## src/rtl/coin_start_sequencer.sv

```systemverilog
// Frame-paced coin/start pulse generator: a start request becomes one (P1) or two (P2)
// coin pulses, each followed by a gap, then a start pulse on the requesting player's line.
module coin_start_sequencer #(
    parameter int COIN_FRAMES  = 4,
    parameter int GAP_FRAMES   = 8,
    parameter int START_FRAMES = 4
) (
    input  logic clk_sys,
    input  logic reset_n,
    input  logic vblank,
    input  logic req_start1,
    input  logic req_start2,
    input  logic inhibit,
    output logic coin_out,
    output logic start1_out,
    output logic start2_out,
    output logic busy
);

    typedef enum logic [2:0] {
        ST_IDLE,
        ST_COIN_ON,
        ST_COIN_OFF,
        ST_START_ON,
        ST_WAIT_REL
    } state_t;

    localparam logic [7:0] COIN_LAST  = 8'(COIN_FRAMES - 1);
    localparam logic [7:0] GAP_LAST   = 8'(GAP_FRAMES - 1);
    localparam logic [7:0] START_LAST = 8'(START_FRAMES - 1);

    state_t     r_state;
    state_t     w_state_next;
    logic       r_vblank_q;
    logic       r_req1_q;
    logic       r_req2_q;
    logic       r_sel;
    logic       w_sel_next;
    logic [7:0] r_frame_cnt;
    logic [7:0] w_frame_cnt_next;
    logic [1:0] r_coin_left;
    logic [1:0] w_coin_left_next;

    logic       w_tick;
    logic       w_rise1;
    logic       w_rise2;
    logic       w_last;
    logic [7:0] w_limit;

    assign w_tick  = vblank & ~r_vblank_q;
    assign w_rise1 = req_start1 & ~r_req1_q;
    assign w_rise2 = req_start2 & ~r_req2_q;

    // One shared frame counter; the terminal count depends on which phase is running.
    always_comb begin
        w_limit = START_LAST;
        case (r_state)
            ST_COIN_ON:  w_limit = COIN_LAST;
            ST_COIN_OFF: w_limit = GAP_LAST;
            default:     w_limit = START_LAST;
        endcase
    end

    assign w_last = w_tick && (r_frame_cnt == w_limit);

    always_ff @(posedge clk_sys or negedge reset_n) begin
        if (!reset_n) begin
            r_state     <= ST_IDLE;
            r_vblank_q  <= 1'b0;
            r_req1_q    <= 1'b0;
            r_req2_q    <= 1'b0;
            r_sel       <= 1'b0;
            r_frame_cnt <= 8'd0;
            r_coin_left <= 2'd0;
        end else begin
            r_state     <= w_state_next;
            r_vblank_q  <= vblank;
            r_req1_q    <= req_start1;
            r_req2_q    <= req_start2;
            r_sel       <= w_sel_next;
            r_frame_cnt <= w_frame_cnt_next;
            r_coin_left <= w_coin_left_next;
        end
    end

    always_comb begin
        w_state_next     = r_state;
        w_sel_next       = r_sel;
        w_frame_cnt_next = r_frame_cnt;
        w_coin_left_next = r_coin_left;

        case (r_state)
            ST_IDLE: begin
                // A tick coinciding with the launch is deliberately not counted.
                if (!inhibit && (w_rise1 || w_rise2)) begin
                    w_sel_next       = w_rise2;
                    w_coin_left_next = w_rise2 ? 2'd2 : 2'd1;
                    w_frame_cnt_next = 8'd0;
                    w_state_next     = ST_COIN_ON;
                end
            end
            ST_COIN_ON: begin
                if (w_last) begin
                    w_frame_cnt_next = 8'd0;
                    w_coin_left_next = r_coin_left - 2'd1;
                    w_state_next     = ST_COIN_OFF;
                end else if (w_tick) begin
                    w_frame_cnt_next = r_frame_cnt + 8'd1;
                end
            end
            ST_COIN_OFF: begin
                if (w_last) begin
                    w_frame_cnt_next = 8'd0;
                    w_state_next     = (r_coin_left != 2'd0) ? ST_COIN_ON : ST_START_ON;
                end else if (w_tick) begin
                    w_frame_cnt_next = r_frame_cnt + 8'd1;
                end
            end
            ST_START_ON: begin
                if (w_last) begin
                    w_frame_cnt_next = 8'd0;
                    w_state_next     = ST_WAIT_REL;
                end else if (w_tick) begin
                    w_frame_cnt_next = r_frame_cnt + 8'd1;
                end
            end
            ST_WAIT_REL: begin
                if (!req_start1 && !req_start2) begin
                    w_state_next = ST_IDLE;
                end
            end
            default: begin
                w_state_next = ST_IDLE;
            end
        endcase

        // Download abort overrides everything, including a tick in the same cycle.
        if (inhibit && (r_state != ST_IDLE)) begin
            w_state_next     = ST_IDLE;
            w_frame_cnt_next = 8'd0;
            w_coin_left_next = 2'd0;
        end
    end

    assign coin_out   = (r_state == ST_COIN_ON);
    assign start1_out = (r_state == ST_START_ON) && !r_sel;
    assign start2_out = (r_state == ST_START_ON) && r_sel;
    assign busy       = (r_state != ST_IDLE);

endmodule

```

## config.mk

```make
export PLATFORM = sky130hd
export DESIGN_NAME = coin_start_sequencer
export DESIGN_NICKNAME = d
export VERILOG_FILES = /design/src/rtl/coin_start_sequencer.sv
export SDC_FILE = /design/constraint.sdc
export NUM_CORES = 1
export LEC_CHECK = 0
export BUFFER_PORTS_ARGS = -buffer_cell sky130_fd_sc_hd__buf_2
export CAP_MARGIN = 40
export CORE_MARGIN = 3
export CORE_UTILIZATION = 35
export DETAILED_ROUTE_END_ITERATION = 6
export HOLD_SLACK_MARGIN = 0.05
export PLACE_DENSITY = 0.48
export SETUP_SLACK_MARGIN = 0.2
export SKIP_CTS_REPAIR_TIMING = 1
export SYNTH_ARGS = -nofsm -noshare
export SYNTH_HDL_FRONTEND = slang
export SYNTH_SLANG_ARGS = --single-unit
```

## constraint.sdc

```tcl
create_clock -name clk_sys -period 2.3 [get_ports clk_sys]
set_clock_uncertainty 0.05 [all_clocks]
set_input_delay 0.23 -clock clk_sys [delete_from_list [all_inputs] [get_ports clk_sys]]
set_output_delay 0.23 -clock clk_sys [all_outputs]
set_load 0.05 [all_outputs]
```

==> results.txt <==
* Maximum fanout encountered on the critical timing path: 11
- Of the available clock period, the critical path in the final layout requires between 80% and 90%.
- Setup violations remaining at the end of the flow were counted as 0.
- The number of slew-limit violations in the final report came to 0.
- Power per cell area: approximately 530 mW/mm2
- DR vias: between 800 and 900
- The clock drives 17 sinks.
- TritonCTS clock tree: built
* Leakage power: around 0.00055 uW
- Placed Area: approximately 0.0011 mm2
* Root Buffer Master: sky130_fd_sc_hd__clkbuf_4
* Post-route DRC violation count: 0
- The number of global-route vias before repair is between 700 and 800.
- STA classifies the critical path endpoint as an output port.
- Summing every instance area after synthesis gives between 0.001 and 0.0015 mm2.
* Post-synth top area cell: sky130_fd_sc_hd__dfrtp_1
* Clock latency on the worst-skew pair: 0.29 ns
- The floorplan step defined a core boundary enclosing around 0.0029 mm2.
* Total die area: 0.003799 mm2
- The share of total power dissipated in combinational logic is 21.0%.
- Of all flip-flops after synthesis, the portion carrying an async set or reset was between 90% and 100%.
- The Yosys step of the flow raised 0 warnings.
* Routability congestion estimate: around 0.73
- FMAX: 516.4 MHz
* Number of enable flip-flop cells after synthesis: 0
- Cells on worst reg2reg path: 5
- Maximum number of pins on one net before global-route repair: 18
- CP Data Required Time: ~2.0 ns
- The floorplan has 19 rows.
- Clock buffer count from CTS: 3
- Counting instances in the post-synthesis netlist gives the leading cell types as sky130_fd_sc_hd__dfrtp_1 (17), sky130_fd_sc_hd__nor2_1 (8), sky130_fd_sc_hd__nand2_1 (6).
- Cells with a size suffix above 1 make up 21.67% of the layout.
* Total track usage: 14.13%
- For the pin with the worst max-slew slack, the measured transition is around 0.4 ns.
- Cell internal power was estimated by the tool at around 440 uW.
- Leaving out filler cells and counting taps, the final layout contains roughly 150.
- The smallest clock period supported by the final layout is computed as between 1.5 and 2 ns.
* Iteration-0 DRC Markers: 37
- The final layout contains ~130 nets.
- Clock input transition at the sequential cells of the worst setup and hold paths: roughly 0.10 ns
- Once placement completed, the tool counted placed cells totaling 143.
- The initial antenna violation count was 0.
- Top area cells in the synthesized netlist: sky130_fd_sc_hd__dfrtp_1 (39%), sky130_fd_sc_hd__a221o_1 (4.6%), sky130_fd_sc_hd__and3_1 (2.9%)
- Headroom to the max-slew limit came out at 73.00%.
* Hold Path Depth: 2
- In the synthesized netlist, the number of instances is about 110.
- Summing the sequential cell areas from Yosys gives between 30% and 40% of the chip area.
* Top cell type's share of synthesized area: between 30% and 40%
- Worst hold path type: in2reg
- Overall die width: ~60 um
- The finished cells cover approximately 0.0012 mm2.
- Sum of negative setup slack: 0 ns
- Setup repair after global routing missed its margin: false
- Number of ports placed on the die boundary: 10
* Library cells used by synthesis: between 40 and 50
* Number of nets with antenna violations after detailed routing: 0
- In this run switching power makes up ~30% of total power.
- H-tree level count: 1
* Status: completed
- Cells fill a little over two fifths of the core in the end.
* Share of total power in the clock network: 25.6%
- Net switching power of the design: roughly 190 uW
* Number of iterations in the first detailed-routing pass: 4
* Synthesis-to-finish area growth: 10.74%
* Worst ir drop on vdd: roughly 0.24 mV
* Most frequently used flop master after synthesis: sky130_fd_sc_hd__dfrtp_1
- Dividing the synthesized area by the synthesized cell count gives a little over 10 um2.
- Wires add up to about 2.4 mm.
- In this run the tool buffered the top-level ports with 9 buffer cells.
* Critical path start-end classification: reg2out
- Sequential cells burn a little over half of the power.
* Most numerous cell in the Yosys netlist: sky130_fd_sc_hd__dfrtp_1
* DR vias/cell: 5.510
- The first global-routing pass estimated 3.912 mm of wire.
* HPWL after detailed placement: roughly 1.7 mm
- For this run the aggregate overflow at the end of global routing stands at 0.
* Max-capacitance violation count: 0
- Arrival time of data at the critical path endpoint: about 1.7 ns
- In this run, synthesis produced a sequential element count of 17.
- The clock passes through at most 2 buffers.
- Average routed wire per standard cell: roughly 16 um
- Net count of the mapped netlist: ~120
- Starting Density: between 30 and 40%
* Antenna Diode Count: 0
- STA classifies the critical path startpoint as a flip-flop.
- The final hold violation count is 0.
- The floorplan step set the die height to approximately 60 um.
-- layout by cell type, fill, tap and decap left out, types with 3 or more instances in the layout --
master,n
sky130_fd_sc_hd__o21ai_0,4
sky130_fd_sc_hd__nand3_1,4
sky130_fd_sc_hd__dfrtp_1,17
sky130_fd_sc_hd__inv_1,3
sky130_fd_sc_hd__nand2_1,6
sky130_fd_sc_hd__nor2b_1,5
sky130_fd_sc_hd__a221o_1,5
sky130_fd_sc_hd__and3_1,5
sky130_fd_sc_hd__nand4b_1,3
sky130_fd_sc_hd__clkbuf_4,3
sky130_fd_sc_hd__dlygate4sd3_1,4
sky130_fd_sc_hd__buf_2,9
sky130_fd_sc_hd__or2_2,3
sky130_fd_sc_hd__a21oi_1,3
sky130_fd_sc_hd__nor2_1,8
-- power groups by stage --
stage | Sequential [uW] | Combinational (uW) | Clock, uW
after floorplan | 339 | 99.8 | 0
after global placement | 345 | 131 | 0
after detailed placement | 345 | 129 | 0
after CTS | 339 | 131 | 175
after global routing | 343 | 152 | 186
final | 339 | 133 | 162
-- cell type report --
| cell class | count | area (um2) |
|---|---|---|
| multi-input cells | 82 | 609.3 |
| flip-flops and latches | 17 | 425.4 |
| well taps | 31 | 38.79 |
| inverters | 4 | 15.01 |
| fillers | 276 | 1653 |
| clock buffers | 4 | 26.28 |
| repair buffers | 13 | 85.08 |
-- layer usage --
| layer | track usage [%] | wire length [um] | share of wire (%) |
|---|---|---|---|
| met5 | 0 | 0 | 0 |
| met4 | 5.455 | 18 | 0.76 |
| met3 | 2.516 | 38 | 1.6 |
| met2 | 19.73 | 942 | 40 |
| met1 | 21.36 | 1366 | 58 |
-- through the flow --
step                      setup WS (ns)  power (uW)  hold WS [ns]
after floorplan                  0.5214       438.5       -0.1156
after global placement           0.5632       475.9        0.1362
after detailed placement         0.5304       474.6        0.1392
after CTS                        0.3540       645.1       -0.1949
after global routing             0.2766       680.0        0.1325
final                            0.3635       633.8        0.1461
-- kinds of logic (layout without fill, tap and decap cells) --
| kind of cell | after synthesis | count (layout) | synth area share, % |
|---|---|---|---|
| compound gates | 27 | 27 | 21.25 |
| xor+xnor | 2 | 2 | 2.310 |
| fa+ha+maj | 2 | 2 | 2.309 |
| buf+inv | 8 | 21 | 4.503 |
| flops | 17 | 17 | 39.26 |
| mux | 2 | 2 | 1.963 |
| simple gates | 49 | 49 | 28.41 |
-- path summary, 6_finish.rpt --
check | startpoint | to | slack, ns
hold / removal | inhibit | r_state[2] | 0.15
min in group asynchronous | reset_n | r_frame_cnt[7] | 0.35
setup reg to reg | r_frame_cnt[0] | r_frame_cnt[0] | 0.51
hold reg to reg | r_sel | r_sel | 0.47
setup / recovery | r_state[0] | coin_out | 0.36
max in group asynchronous | reset_n | r_sel | 1.57
-- flip-flops by register name, summed over array words and instances, names as in the netlist --
name	flops
r_vblank_q	1
r_req2_q	1
r_sel	1
r_frame_cnt	8
r_coin_left	2
r_req1_q	1
r_state	3
-- critical path, cell delays in order (launching register included) --
cell,delay [ns]
sky130_fd_sc_hd__dfrtp_1,0.57
sky130_fd_sc_hd__or3b_1,0.44
sky130_fd_sc_hd__inv_2,0.10
sky130_fd_sc_hd__buf_2,0.26
No activity file was read; power rests on OpenSTA's default activity.
